===== src/rtl/pb_pkg.sv =====
// Shared types and constants for the packet builder: FSM states, header
// field layout, CRC polynomial and the header ECC function.
package pb_pkg;

    typedef enum logic [2:0] {
        ST_IDLE,
        ST_HDR_LO,
        ST_HDR_HI,
        ST_PAYLOAD,
        ST_CRC_WR,
        ST_DONE,
        ST_ERR
    } pb_state_t;

    // Header low byte: {byte_cnt, ecc[3:0]}; high byte: {sop, msb, pkt_type}
    localparam int HDR_LO_ECC_LSB  = 0;
    localparam int HDR_LO_CNT_LSB  = 4;
    localparam int HDR_HI_TYPE_LSB = 0;
    localparam int HDR_HI_MSB_BIT  = 4;
    localparam int HDR_HI_SOP_LSB  = 5;

    localparam logic [7:0] INJ_SINGLE_MASK = 8'h10;
    localparam logic [7:0] INJ_DOUBLE_MASK = 8'h30;

    localparam logic [7:0] CRC_POLY = 8'h07;

    // Returns {overall parity, ecc[3:0]} over d = {pkt_type, byte_cnt}
    function automatic logic [4:0] hdr_ecc(input logic [7:0] d);
        logic [3:0] e;
        e[0] = d[0] ^ d[1] ^ d[3] ^ d[4] ^ d[6];
        e[1] = d[0] ^ d[2] ^ d[3] ^ d[5] ^ d[6];
        e[2] = d[1] ^ d[2] ^ d[3] ^ d[7];
        e[3] = d[4] ^ d[5] ^ d[6] ^ d[7];
        return {^d, e};
    endfunction

endpackage


===== src/rtl/pb_crc8_step.sv =====
// One-byte CRC-8 update, MSB-first, no reflection; purely combinational.
module pb_crc8_step
    import pb_pkg::*;
(
    input  logic [7:0] crc_in,
    input  logic [7:0] data_in,
    output logic [7:0] crc_out
);

    logic [7:0] c;

    always_comb begin
        c = crc_in ^ data_in;
        for (int i = 0; i < 8; i++) begin
            if (c[7]) begin
                c = {c[6:0], 1'b0} ^ CRC_POLY;
            end else begin
                c = {c[6:0], 1'b0};
            end
        end
        crc_out = c;
    end

endmodule


===== src/rtl/pkt_builder_crc8.sv =====
// Writes one packet (ECC header, payload, CRC-8 trailer) into inmem byte by
// byte, with optional header-ECC and CRC corruption for test traffic.
module pkt_builder_crc8
    import pb_pkg::*;
#(
    parameter int                ADDR_W   = 14,
    parameter logic [ADDR_W-1:0] MAX_ADDR = 14'h12,
    parameter logic [2:0]        SOP_VAL  = 3'b101
) (
    input  logic              clk,
    input  logic              reset,
    input  logic              pb_start,
    input  logic [ADDR_W-1:0] pb_addr_hdr,
    input  logic [3:0]        pb_byte_cnt,
    input  logic [3:0]        pb_pkt_type,
    input  logic [1:0]        pb_inj_ecc,
    input  logic              pb_inj_crc,
    output logic              pb_busy,
    output logic              pb_irq,
    output logic              pb_cfg_err,
    input  logic              src_valid,
    output logic              src_ready,
    input  logic [7:0]        src_data,
    output logic              mem_we,
    output logic [ADDR_W-1:0] mem_addr,
    output logic [7:0]        mem_wdata
);

    localparam int EW = ADDR_W + 1;

    pb_state_t         state;
    pb_state_t         state_nxt;

    logic [ADDR_W-1:0] hdr_addr;
    logic [3:0]        byte_cnt;
    logic [3:0]        pkt_type;
    logic [1:0]        inj_ecc;
    logic              inj_crc;

    logic [3:0]        wr_cnt;
    logic [7:0]        crc_acc;
    logic [7:0]        crc_step;

    logic [ADDR_W:0]   last_addr;
    logic              range_bad;
    logic              start_ok;
    logic              pay_xfer;
    logic [4:0]        ecc;
    logic [7:0]        hdr_lo;
    logic [7:0]        hdr_hi;

    // Extra bit keeps the end-of-packet sum from wrapping before the compare
    assign last_addr = EW'(pb_addr_hdr) + EW'(pb_byte_cnt) + EW'(3);
    assign range_bad = last_addr > EW'(MAX_ADDR);
    assign start_ok  = (state == ST_IDLE) && pb_start;
    assign pay_xfer  = (state == ST_PAYLOAD) && src_valid;

    pb_crc8_step u_crc_step (
        .crc_in  (crc_acc),
        .data_in (src_data),
        .crc_out (crc_step)
    );

    always_ff @(posedge clk or negedge reset) begin
        if (!reset) begin
            state   <= ST_IDLE;
            wr_cnt  <= 4'd0;
            crc_acc <= 8'h00;
        end else begin
            state <= state_nxt;
            if (start_ok) begin
                wr_cnt  <= 4'd0;
                crc_acc <= 8'h00;
            end else if (pay_xfer) begin
                wr_cnt  <= wr_cnt + 4'd1;
                crc_acc <= crc_step;
            end
        end
    end

    // Packet fields are data only; the FSM gates every use of them
    always_ff @(posedge clk) begin
        if (start_ok) begin
            hdr_addr <= pb_addr_hdr;
            byte_cnt <= pb_byte_cnt;
            pkt_type <= pb_pkt_type;
            inj_ecc  <= pb_inj_ecc;
            inj_crc  <= pb_inj_crc;
        end
    end

    always_comb begin
        state_nxt = state;
        case (state)
            ST_IDLE: begin
                if (pb_start) begin
                    state_nxt = range_bad ? ST_ERR : ST_HDR_LO;
                end
            end
            ST_HDR_LO:  state_nxt = ST_HDR_HI;
            ST_HDR_HI:  state_nxt = ST_PAYLOAD;
            ST_PAYLOAD: begin
                if (src_valid && (wr_cnt == byte_cnt)) begin
                    state_nxt = ST_CRC_WR;
                end
            end
            ST_CRC_WR:  state_nxt = ST_DONE;
            ST_DONE:    state_nxt = ST_IDLE;
            ST_ERR:     state_nxt = ST_IDLE;
            default:    state_nxt = ST_IDLE;
        endcase
    end

    // ECC always reflects the true fields; injection only corrupts the stored byte
    always_comb begin
        ecc    = hdr_ecc({pkt_type, byte_cnt});
        hdr_lo = 8'h00;
        hdr_lo[HDR_LO_CNT_LSB +: 4] = byte_cnt;
        hdr_lo[HDR_LO_ECC_LSB +: 4] = ecc[3:0];
        case (inj_ecc)
            2'd1:    hdr_lo = hdr_lo ^ INJ_SINGLE_MASK;
            2'd2:    hdr_lo = hdr_lo ^ INJ_DOUBLE_MASK;
            default: hdr_lo = hdr_lo;
        endcase
        hdr_hi = 8'h00;
        hdr_hi[HDR_HI_TYPE_LSB +: 4] = pkt_type;
        hdr_hi[HDR_HI_MSB_BIT]       = ecc[4];
        hdr_hi[HDR_HI_SOP_LSB +: 3]  = SOP_VAL;
    end

    always_comb begin
        mem_we     = 1'b0;
        mem_addr   = '0;
        mem_wdata  = 8'h00;
        src_ready  = 1'b0;
        pb_busy    = 1'b0;
        pb_irq     = 1'b0;
        pb_cfg_err = 1'b0;
        case (state)
            ST_HDR_LO: begin
                pb_busy   = 1'b1;
                mem_we    = 1'b1;
                mem_addr  = hdr_addr;
                mem_wdata = hdr_lo;
            end
            ST_HDR_HI: begin
                pb_busy   = 1'b1;
                mem_we    = 1'b1;
                mem_addr  = hdr_addr + ADDR_W'(1);
                mem_wdata = hdr_hi;
            end
            ST_PAYLOAD: begin
                pb_busy   = 1'b1;
                src_ready = 1'b1;
                mem_we    = src_valid;
                mem_addr  = hdr_addr + ADDR_W'(wr_cnt) + ADDR_W'(2);
                mem_wdata = src_data;
            end
            ST_CRC_WR: begin
                pb_busy   = 1'b1;
                mem_we    = 1'b1;
                mem_addr  = hdr_addr + ADDR_W'(byte_cnt) + ADDR_W'(3);
                mem_wdata = crc_acc ^ {7'b0, inj_crc};
            end
            ST_DONE: begin
                pb_busy = 1'b1;
                pb_irq  = 1'b1;
            end
            ST_ERR: begin
                pb_cfg_err = 1'b1;
            end
            default: begin
                mem_we = 1'b0;
            end
        endcase
    end

endmodule


===== config.mk =====
export PLATFORM = sky130hd
export DESIGN_NAME = pkt_builder_crc8
export DESIGN_NICKNAME = d
export VERILOG_FILES = /design/src/rtl/pb_pkg.sv /design/src/rtl/pb_crc8_step.sv /design/src/rtl/pkt_builder_crc8.sv
export SDC_FILE = /design/constraint.sdc
export NUM_CORES = 1
export LEC_CHECK = 0
export ABC_CLOCK_PERIOD_IN_PS = 7500
export BUFFER_PORTS_ARGS = -buffer_cell sky130_fd_sc_hd__buf_4
export CAP_MARGIN = 20
export CELL_PAD_IN_SITES_DETAIL_PLACEMENT = 1
export CELL_PAD_IN_SITES_GLOBAL_PLACEMENT = 1
export CORE_MARGIN = 3
export CORE_UTILIZATION = 41
export CTS_CLUSTER_DIAMETER = 60
export DETAILED_ROUTE_END_ITERATION = 10
export PLACE_DENSITY = 0.82
export SETUP_SLACK_MARGIN = 0.05
export SKIP_LAST_GASP = 1
export SYNTH_ARGS = -nofsm -noshare
export SYNTH_HDL_FRONTEND = slang
export SYNTH_HIERARCHICAL = 1
export SYNTH_SLANG_ARGS = --single-unit
export TNS_END_PERCENT = 1

===== constraint.sdc =====
create_clock -name clk -period 7.5 [get_ports clk]
set_input_delay 0.375 -clock clk [delete_from_list [all_inputs] [get_ports clk]]
set_output_delay 0.375 -clock clk [all_outputs]
set_load 0.02 [all_outputs]

==> summary.txt, run 1 <==
Crit Path Max Fanout = 5
Port Buf Inserts = 63
Seq/Total Area, Yosys = 32.05%
Post-Syn Instances = 380
Peak Freq = 293.9 MHz
vias in the first global route = 3350
EDFF count, synth = 25
Max Buffers Root-to-Sink = 2
Yosys top cell by area = edfxtp_1
CTS hold repair buffers = 1
class of the worst hold path = in2reg
Starting Density = 42.55%
Slew headroom = 36.85%
Adder-Cell Fraction of Synth Area = 11.68%
Comb power frac = 59.5%
commonest non-fill, non-tap cell in the layout = buf_4
initial antenna violation count = 0
drt pass-1 iters = 4
Synth area leaders = edfxtp_1, dfrtp_1, ha_1, xnor2_1, xor2_1
Tot Pwr = 1.290 mW
number of H-tree levels = 2
Synth Warn # = 6
initial drt markers = 142
ANT cells = 0
measured slew at the worst slew-check pin = 947.2 ps
RSZ-0062 raised after global routing = false
most frequent cells in the layout = buf_4, xnor2_1, nand2_1, ha_1
Mapped Nets = 448
sequential cell fraction of total power = 26.8%
CTS tree = built
Layout Area Growth over Synthesis = 19.69%
synthesis-stage register bit count = 40
largest family of logic cells by synthesized area = compound AO/OA/AOI/OAI gates
post-layout util = 50.92%
area share of and/or/nand/nor cells after synthesis = 13.82%
Top FF cell, synth = edfxtp_1
Vias = 3149
final setup violation count = 0
Tcrit/Tclk final = 45.37%
ANT nets after route = 0
critical path endpoint category = primary output
Yosys cell types = 55
syn avg cell area = 9.246 um^2
top cell type's share of synthesized area = 21.37%
R2R Setup Slk = 4680 ps
WL per Instance = 18.94 um
Post-Route WL = 10340 um
Die W = 98.57 um
clock power share = 13.7%
fin nets = 508
first-pass GRT wire length = 16730 um
Setup CP Type = reg2out
post-route minimum period = 3403 ps
MaxCap Viol Count = 0
dpl ws = 4386 ps
Async S/R FF share, synth = 37.50%
CTS resizes = 0
Fin. Hold Viols = 0
Sw Ratio = 44.01%
# rows = 33
Layout Skew = 6.977 ps
max-slew violation count = 0
clk slew on worst S/H paths = 80 ps
cell-internal power = 0.7220 mW
Setup WS post-layout = 4097 ps
Worst setup SP type = register
status = complete, no violations
GRT overflow = 0
Setup Fix Bufs, Post-CTS = 0
RePlAce Congestion = 0.8381
clk_lat worst skew = 300 ps
TNS Setup = 0 ps
DRC errors left = 0
vias per cell = 5.767
IO Count = 64
worst path required time = 7120 ps
arrival time at the worst endpoint = 3030 ps
P_sw = 0.5675 mW
Synth Area in Compound Gates = 22.58%
pwr dens = 306.6 mW/mm^2
CTS buffer count = 5
hpwl dp = 8264 um
DIE HEIGHT = 98.57 um
layout cells sized above 1 = 18.82%
Syn Std Cell Area = 0.003513 mm^2
full die area = 0.009716 mm^2
core area = 0.008258 mm^2
largest net degree at the start of global routing = 28
CTS root buffer = clkbuf_8
Peak VDD IR = 0.09975 mV
xor-xnor portion of the synthesized cell area = 13.21%
gr usage total = 21.53%
mux cell area share after synthesis = 2.671%
Lkg Pwr = 1.860 nW
CTS sink cnt = 40
-- per-stage QoR --
step           cells  hold WS, ps  cell area (um^2)
6_report         546        248.4              4205
5_1_grt          546        236.5              4205
4_1_cts          546        243.6              4205
3_5_place_dp     537        246.2              4088
3_3_place_gp     537        242.9              4088
2_1_floorplan    380        79.41              3513
-- power by group through the flow --
stage,registers (mW),logic [mW],clock network (mW)
floorplan,0.313,0.551,0
global placement,0.346,0.743,0
detailed placement,0.349,0.764,0
CTS,0.345,0.771,0.180
global route,0.353,0.836,0.189
finish,0.346,0.767,0.177
-- path summary, 6_finish.rpt --
kind,from,end,depth (start not counted)
worst max-delay path,wr_cnt[1]$_DFFE_PN0P_,mem_addr[9],12
max in group asynchronous,reset,state[1]$_DFFE_PN0P_,2
worst max register to register,state[1]$_DFFE_PN0P_,wr_cnt[0]$_DFFE_PN0P_,5
worst min register to register,crc_acc[6]$_DFFE_PN0P_,crc_acc[6]$_DFFE_PN0P_,1
worst min-delay path,pb_pkt_type[1],pkt_type[1]$_DFFE_PP_,1
min in group asynchronous,reset,crc_acc[4]$_DFFE_PN0P_,2
-- routing by layer --
layer  up-vias  global-route usage (%)  share of wire [%]
met5         -                       0                  0
met4         0                   7.878                3.2
met3        27                   3.609                4.4
met2        81                   39.47                 51
met1      1525                   25.09                 41
li1       1516                       -                  -
-- registers in the layout (all words and copies together) (netlist names) --
| register | cells |
|---|---|
| inj_ecc | 2 |
| crc_acc | 8 |
| inj_crc | 1 |
| pkt_type | 4 |
| hdr_addr | 14 |
| byte_cnt | 4 |
| wr_cnt | 4 |
| state | 3 |
-- area by class of cell --
class	count	area [um^2]
clock buffer	6	72.57
multi-input combinational	303	2252
sequential	40	1126
inverter	24	90.09
tap	105	131.4
fill	986	4053
timing repair buffer	66	498.0
clock inverter	2	35.03
-- critical path, cell delays in order, from the launching register on --
cell and delay (ps):
dfrtp_1 450, inv_1 70, ha_1 270, inv_1 40, ha_1 210, fa_1 410
a21o_1 180, a21oi_1 190, mux2_2 190, o22ai_1 160, a32o_1 260, a21o_1 160
buf_4 150
-- synthesized netlist by cell type (all sizes together) (5+ instances only) --
master	instances
a21oi	23
dfrtp	15
nand2	28
nor3	5
nor2	25
nand3	7
xnor2	30
clkbuf	7
mux2i	6
ha	28
and2	6
a22oi	9
inv	24
and3	10
buf	6
edfxtp	25
o21ai	19
o22ai	11
a21o	8
nand2b	6
xor2	23
a22o	11
-- logic make-up (layout without fill, tap and decap cells) --
kind of cell               Yosys count  count (layout)
AOI/OAI and AO/OA                  112             112
buffers and inverters               37              98
xor gates and xnor gates            53              53
muxes                                9               9
and+or+nand+nor                     98              98
adders and majority gates           31              31
DFF                                 40              40
(Power assumes the default switching activity.)
==> run 2, diff against run 1 <==
--- a/config.mk
+++ b/config.mk
@@ -5,16 +5,17 @@
 export SDC_FILE = /design/constraint.sdc
 export NUM_CORES = 1
 export LEC_CHECK = 0
-export ABC_CLOCK_PERIOD_IN_PS = 7500
+export ABC_AREA = 1
+export ABC_CLOCK_PERIOD_IN_PS = 3060
 export BUFFER_PORTS_ARGS = -buffer_cell sky130_fd_sc_hd__buf_4
 export CAP_MARGIN = 20
 export CELL_PAD_IN_SITES_DETAIL_PLACEMENT = 1
 export CELL_PAD_IN_SITES_GLOBAL_PLACEMENT = 1
 export CORE_MARGIN = 3
-export CORE_UTILIZATION = 41
+export CORE_UTILIZATION = 37
 export CTS_CLUSTER_DIAMETER = 60
 export DETAILED_ROUTE_END_ITERATION = 10
-export PLACE_DENSITY = 0.82
+export PLACE_DENSITY = 0.81
 export SETUP_SLACK_MARGIN = 0.05
 export SKIP_LAST_GASP = 1
 export SYNTH_ARGS = -nofsm -noshare
==> constraint.sdc (replaced) <==
create_clock -name clk -period 3.06 [get_ports clk]
set_input_delay 0.153 -clock clk [delete_from_list [all_inputs] [get_ports clk]]
set_output_delay 0.153 -clock clk [all_outputs]
set_load 0.02 [all_outputs]
==> summary.txt, run 2 <==
final setup violation count = 0 (unchanged)
Min-Delay Startpoint = pb_pkt_type[0]
Post-Syn Instances = 573 (+51%)
CTS root buffer = clkbuf_8
status = complete, no violations
Peak VDD IR = 0.3020 mV (+200%)
top cell type's share of synthesized area = 18.92% (-2.4 points)
Top FF cell, synth = edfxtp_1
worst r2r src = state[2]$_DFFE_PN0P_
drt pass-1 iters = 4 (unchanged)
max-slew violation count = 0 (unchanged)
pwr dens = 828.6 mW/mm^2 (+170%)
CTS buffer count = 5 (unchanged)
GRT overflow = 0 (unchanged)
Largest register FFs = 14 (unchanged)
IO Count = 64 (unchanged)
gr usage total = 21.62% (+0.082 points)
Post-Route WL = 12810 um (+24%)
first-pass GRT wire length = 20600 um (+23%)
Async S/R FF share, synth = 37.50% (unchanged)
Crit Path Max Fanout = 5 (unchanged)
cell area after layout = 0.004807 mm^2 (+14%)
ANT cells = 0 (unchanged)
class of the worst hold path = in2reg
Mapped Nets = 641 (+43%)
layout cells sized above 1 = 16.95% (-1.9 points)
largest net degree at the start of global routing = 20 (-29%)
critical path startpoint = byte_cnt[1]$_DFFE_PP_
Die W = 109.6 um (+11%)
Setup CP Type = reg2out
Max Buffers Root-to-Sink = 2 (unchanged)
DIE HEIGHT = 109.6 um (+11%)
Synth area leaders = edfxtp_1, nand2_1, dfrtp_1, ha_1, inv_1
clk slew on worst S/H paths = 80 ps (about the same)
WL per Instance = 16.32 um (-14%)
Fin. Hold Viols = 0 (unchanged)
number of H-tree levels = 2 (unchanged)
measured slew at the worst slew-check pin = 463.5 ps (-483.7 ps)
arrival time at the worst endpoint = 2720 ps (-310 ps)
Yosys top cell by area = edfxtp_1
RR Endpoint = wr_cnt[2]$_DFFE_PN0P_
syn avg cell area = 6.924 um^2 (-25%)
Peak Freq = 347.7 MHz
crit-path cells = inv_2 -> ha_1 -> inv_1 -> ha_1 -> fa_1 -> a21oi_1 -> o21ai_1 -> nand2_1 -> xor2_1 -> o22ai_1 -> inv_1 -> nand3_1 -> buf_4
Commonest cells post-synth = nand2_1, inv_1, nand3_1, o21ai_0, nor2_1
Slew headroom = 69.07% (+32 points)
TNS Setup = 0 ps (unchanged)
initial drt markers = 146 (+2.8%)
critical path endpoint category = primary output
max incr delay on CP = 410 ps (-40 ps)
core area = 0.01037 mm^2 (+26%)
# rows = 37 (+12%)
post-route minimum period = 2876 ps
RePlAce Congestion = 0.8400 (+0.23%)
DRC errors left = 0 (unchanged)
EDFF count, synth = 25 (unchanged)
Worst setup SP type = register
Layout Skew = 6.654 ps (-0.3235 ps)
MaxCap Viol Count = 0 (unchanged)
Vias = 4103 (+30%)
most frequent cells in the layout = nand2_1, inv_1, buf_4, nand3_1, o21ai_0
RSZ-0062 raised after global routing = true
CP Capture Point = mem_addr[9]
CTS sink cnt = 40 (unchanged)
hpwl dp = 10240 um (+24%)
slowest CP cell = edfxtp_1
CTS tree = built
commonest non-fill, non-tap cell in the layout = nand2_1
Worst R2R Path Depth = 7 (+2)
vias per cell = 5.227 (-9.4%)
Yosys cell types = 45 (-18%)
Starting Density = 38.26% (-4.3 points)
filler cell count = 1387 (+41%)
Syn Std Cell Area = 0.003968 mm^2 (+13%)
count leader, synth = nand2_1
Seq/Total Area, Yosys = 28.38% (-3.7 points)
Lkg Pwr = 2.336 nW (+26%)
R2R Setup Slk = 980 ps (-3700 ps)
Tcrit/Tclk final = 93.98%
initial antenna violation count = 0 (unchanged)
full die area = 0.01200 mm^2 (+24%)
vias in the first global route = 4225 (+26%)
Biggest register = hdr_addr
Port Buf Inserts = 63 (unchanged)
ANT nets after route = 0 (unchanged)
post-route insts no fill = 785 (+44%)
fin nets = 716 (+41%)
placed cells = 769 (+43%)
biggest regs = hdr_addr x14, crc_acc x8
placed cell area = 0.004602 mm^2 (+13%)
worst path required time = 2910 ps (-4210 ps)
Tot Pwr = 3.983 mW (+210%)
Layout Area Growth over Synthesis = 21.16%
clk_lat worst skew = 300 ps (about the same)
synthesis-stage register bit count = 40 (unchanged)
post-layout util = 46.36% (-4.6 points)
Synth Warn # = 6 (unchanged)
run 2: cell types whose count changed after synthesis, moves of 7 or more:
| cell | previous run | this run |
|---|---|---|
| a21o_1 | 8 | 0 |
| a22o_1 | 11 | 0 |
| a22oi_1 | 9 | 1 |
| and3_1 | 10 | 1 |
| inv_1 | 22 | 85 |
| nand2_1 | 28 | 171 |
| nand3_1 | 6 | 51 |
| o2111ai_1 | 1 | 8 |
| o21ai_0 | 10 | 33 |
| xnor2_1 | 30 | 14 |
| xor2_1 | 23 | 14 |
run 2: worst min path at each step:
stage / to / slack [ps] / depth (start not counted)
3_5_place_dp: crc_acc[0]$_DFFE_PN0P_ / 40 / 1
6_report: pkt_type[0]$_DFFE_PP_ / 20 / 1
3_3_place_gp: crc_acc[0]$_DFFE_PN0P_ / 30 / 1
5_1_grt: pkt_type[0]$_DFFE_PP_ / 3 / 1
4_1_cts: pkt_type[3]$_DFFE_PP_ / 10 / 1
2_1_floorplan: crc_acc[0]$_DFFE_PN0P_ / -140 / 0
run 2: area by class of cell:
| cell class | count | area (um^2) | area share, % |
|---|---|---|---|
| multi-input cells | 434 | 2486 | 51.72 |
| clock buffers | 5 | 68.82 | 1.432 |
| clock inverters | 3 | 42.54 | 0.8850 |
| flip-flops and latches | 40 | 1126 | 23.43 |
| well taps | 136 | 170.2 | 3.540 |
| inverters | 92 | 345.3 | 7.184 |
| repair buffers | 75 | 568.0 | 11.82 |
run 2: timing repair:
action | 4_1_cts | 5_1_grt
setup buffers | 0 | 6
pin swaps | 0 | 1
hold endpoints to repair | 15 | 1
cloned | 0 | 0
hold buffers | 1 | 1
resized for setup | 1 | 7
endpoints found under the setup margin | 5 | 9
run 2: report_power, final:
| part | internal, mW | switching, mW |
|---|---|---|
| registers | 0.742 | 0.195 |
| logic | 0.956 | 1.64 |
| clock network | 0.242 | 0.206 |
| total | 1.94 | 2.04 |
run 2: kinds of logic (layout without fill, tap and decap cells):
kind of cell,count (synthesis),after routing,synth area share [%]
flops,40,40,28.38
simple gates,282,282,30.62
xor+xnor,30,30,7.001
compound gates,91,91,13.97
fa+ha+maj,31,31,10.34
buf+inv,99,175,9.681
run 2: metrics by stage:
stage                     setup slack [ps]  hold slack, ps
after detailed placement             326.7           39.95
final                                184.4           20.66
after CTS                           -21.22           10.45
after global routing                -8.212           2.615
after global placement               410.8           31.03
after floorplan                      280.7          -142.6
run 2: critical path, delay by kind of cell (launching register included):
kind / cells / cell delay, ps
xor+xnor: 1 / 150
flops: 1 / 410
buf+inv: 4 / 370
compound gates: 3 / 380
fa+ha+maj: 3 / 910
simple gates: 2 / 190
run 2: routing by layer:
metal | part of all wire, % | global-route usage (%) | wire length [um]
met1 | 45 | 28.63 | 5772
met2 | 50 | 37.49 | 6424
met3 | 3.5 | 2.584 | 454
met4 | 1.3 | 5.254 | 161
met5 | 0 | 0 | 0
==> run 3, diff against run 2 <==
--- a/config.mk
+++ b/config.mk
@@ -11,7 +11,7 @@
 export CAP_MARGIN = 20
 export CELL_PAD_IN_SITES_DETAIL_PLACEMENT = 1
 export CELL_PAD_IN_SITES_GLOBAL_PLACEMENT = 1
-export CORE_MARGIN = 3
+export CORE_MARGIN = 2
 export CORE_UTILIZATION = 37
 export CTS_CLUSTER_DIAMETER = 60
 export DETAILED_ROUTE_END_ITERATION = 10
==> summary.txt, run 3 (synthesis results as in run 2) <==
measured slew at the worst slew-check pin = 498.2 ps (+34.74 ps)
number of H-tree levels = 2 (unchanged)
DRC errors left = 0 (unchanged)
CTS sink cnt = 40 (unchanged)
Peak VDD IR = 0.2321 mV (-23%)
GRT overflow = 0 (unchanged)
core area = 0.01037 mm^2 (unchanged)
largest net degree at the start of global routing = 20 (unchanged)
Post-Route WL = 12800 um (-0.11%)
ANT cells = 0 (unchanged)
status = complete, no violations
Port Buf Inserts = 63 (unchanged)
ANT nets after route = 0 (unchanged)
MaxCap Viol Count = 0 (unchanged)
Layout Area Growth over Synthesis = 21.00%
max incr delay on CP = 520 ps (+110 ps)
first-pass GRT wire length = 20720 um (+0.60%)
initial drt markers = 237 (+62%)
cell area after layout = 0.004801 mm^2 (-0.13%)
Lkg Pwr = 2.326 nW (-0.42%)
crit-path cells = ha_1 -> ha_1 -> nand3_1 -> nand2_1 -> nand2_1 -> a21oi_4 -> nand2_1 -> o21ai_0 -> nand3_1 -> nand3_1 -> buf_4
final setup violation count = 0 (unchanged)
slowest CP cell = edfxtp_1
# rows = 37 (unchanged)
critical path startpoint = byte_cnt[3]$_DFFE_PP_
worst r2r src = state[0]$_DFFE_PN0P_
commonest non-fill, non-tap cell in the layout = nand2_1
Die W = 107.6 um (-1.8%)
RePlAce Congestion = 0.8633 (+2.8%)
Setup CP Type = reg2out
Layout Skew = 11.28 ps (+4.626 ps)
arrival time at the worst endpoint = 2730 ps (about the same)
Fin. Hold Viols = 0 (unchanged)
Worst setup SP type = register
RR Endpoint = inj_crc$_DFFE_PP_
clk slew on worst S/H paths = 80 ps (about the same)
Peak Freq = 346.9 MHz (-0.26%)
WL per Instance = 16.34 um (+0.15%)
CTS tree = built
Crit Path Max Fanout = 7 (+2)
CP Capture Point = mem_addr[12]
CTS buffer count = 5 (unchanged)
Worst R2R Path Depth = 6 (-1)
biggest regs = hdr_addr x14, crc_acc x8
layout cells sized above 1 = 17.47% (+0.52 points)
most frequent cells in the layout = nand2_1, inv_1, buf_4, nand3_1, o21ai_0
pwr dens = 832.3 mW/mm^2 (+0.45%)
Largest register FFs = 14 (unchanged)
IO Count = 64 (unchanged)
drt pass-1 iters = 4 (unchanged)
Max Buffers Root-to-Sink = 2 (unchanged)
vias in the first global route = 4294 (+1.6%)
initial antenna violation count = 0 (unchanged)
max-slew violation count = 0 (unchanged)
worst path required time = 2910 ps (about the same)
gr usage total = 22.39% (+0.77 points)
class of the worst hold path = in2reg
Biggest register = hdr_addr
full die area = 0.01157 mm^2 (-3.6%)
clk_lat worst skew = 300 ps (about the same)
hpwl dp = 10370 um (+1.2%)
fin nets = 714 (-0.28%)
CTS root buffer = clkbuf_8
Starting Density = 38.26% (unchanged)
Tcrit/Tclk final = 94.22% (+0.24 points)
Vias = 4154 (+1.2%)
post-route minimum period = 2883 ps (+7.360 ps)
RSZ-0062 raised after global routing = true
DIE HEIGHT = 107.6 um (-1.8%)
vias per cell = 5.305 (+1.5%)
TNS Setup = 0 ps (unchanged)
Slew headroom = 66.75% (-2.3 points)
placed cell area = 0.004609 mm^2 (+0.16%)
R2R Setup Slk = 930 ps (-50 ps)
critical path endpoint category = primary output
==> run 3: repair_timing <==
item | 4_1_cts | 5_1_grt
endpoints found under the setup margin | 5 | 9
resized for setup | 1 | 11
buffers inserted | 0 | 4
hold buffers | 1 | 0
pin swaps | 0 | 1
hold endpoints to repair | 15 | 0
==> run 3: metrics by stage <==
step	setup slack [ps]	instances	hold WS (ps)	utilization, %	power [mW]
after detailed placement	314.1	770	29.37	44.45	3.487
after CTS	39.80	779	21.62	45.62	3.955
final	177.0	783	25.63	46.30	3.996
after global placement	443.2	770	27.11	44.45	3.385
after floorplan	280.7	573	-142.6	-	2.584
after global routing	20.74	783	10.91	46.30	4.315
==> run 3: worst min-delay path by stage <==
stage / to / cells past startpoint / slack, ps / startpoint
after floorplan: crc_acc[0]$_DFFE_PN0P_ / 0 / -140 / reset
after global placement: crc_acc[0]$_DFFE_PN0P_ / 1 / 30 / reset
after detailed placement: crc_acc[0]$_DFFE_PN0P_ / 1 / 30 / reset
after CTS: inj_crc$_DFFE_PP_ / 1 / 20 / pb_inj_crc
after global routing: inj_crc$_DFFE_PP_ / 1 / 10 / pb_inj_crc
final: inj_crc$_DFFE_PP_ / 1 / 30 / pb_inj_crc
==> run 3: per-layer routing <==
metal / global-route usage, % / up-vias / share of wire (%)
li1: - / 2035 / -
met1: 27.84 / 2030 / 44
met2: 40.30 / 72 / 51
met3: 3.087 / 17 / 3.0
met4: 6.136 / 0 / 1.6
met5: 0 / - / 0
==> run 3: area by class of cell <==
cell class	instances	area, um^2
timing repair buffer	73	550.5
clock buffer	5	68.82
sequential	40	1127
clock inverter	3	42.54
tap	136	170.2
multi-input combinational	434	2496
inverter	92	345.3
fill	1357	5569
==> run 3: worst max-delay path, delay by kind of cell (launching register included) <==
family,cells,cell delay (ps)
fa+ha+maj,2,710
simple gates,6,640
flops,1,520
compound gates,2,410
buf+inv,1,140
==> run 3: where the power goes <==
group | internal (mW) | switching [mW]
clock network | 0.242 | 0.203
logic | 0.964 | 1.65
registers | 0.743 | 0.195
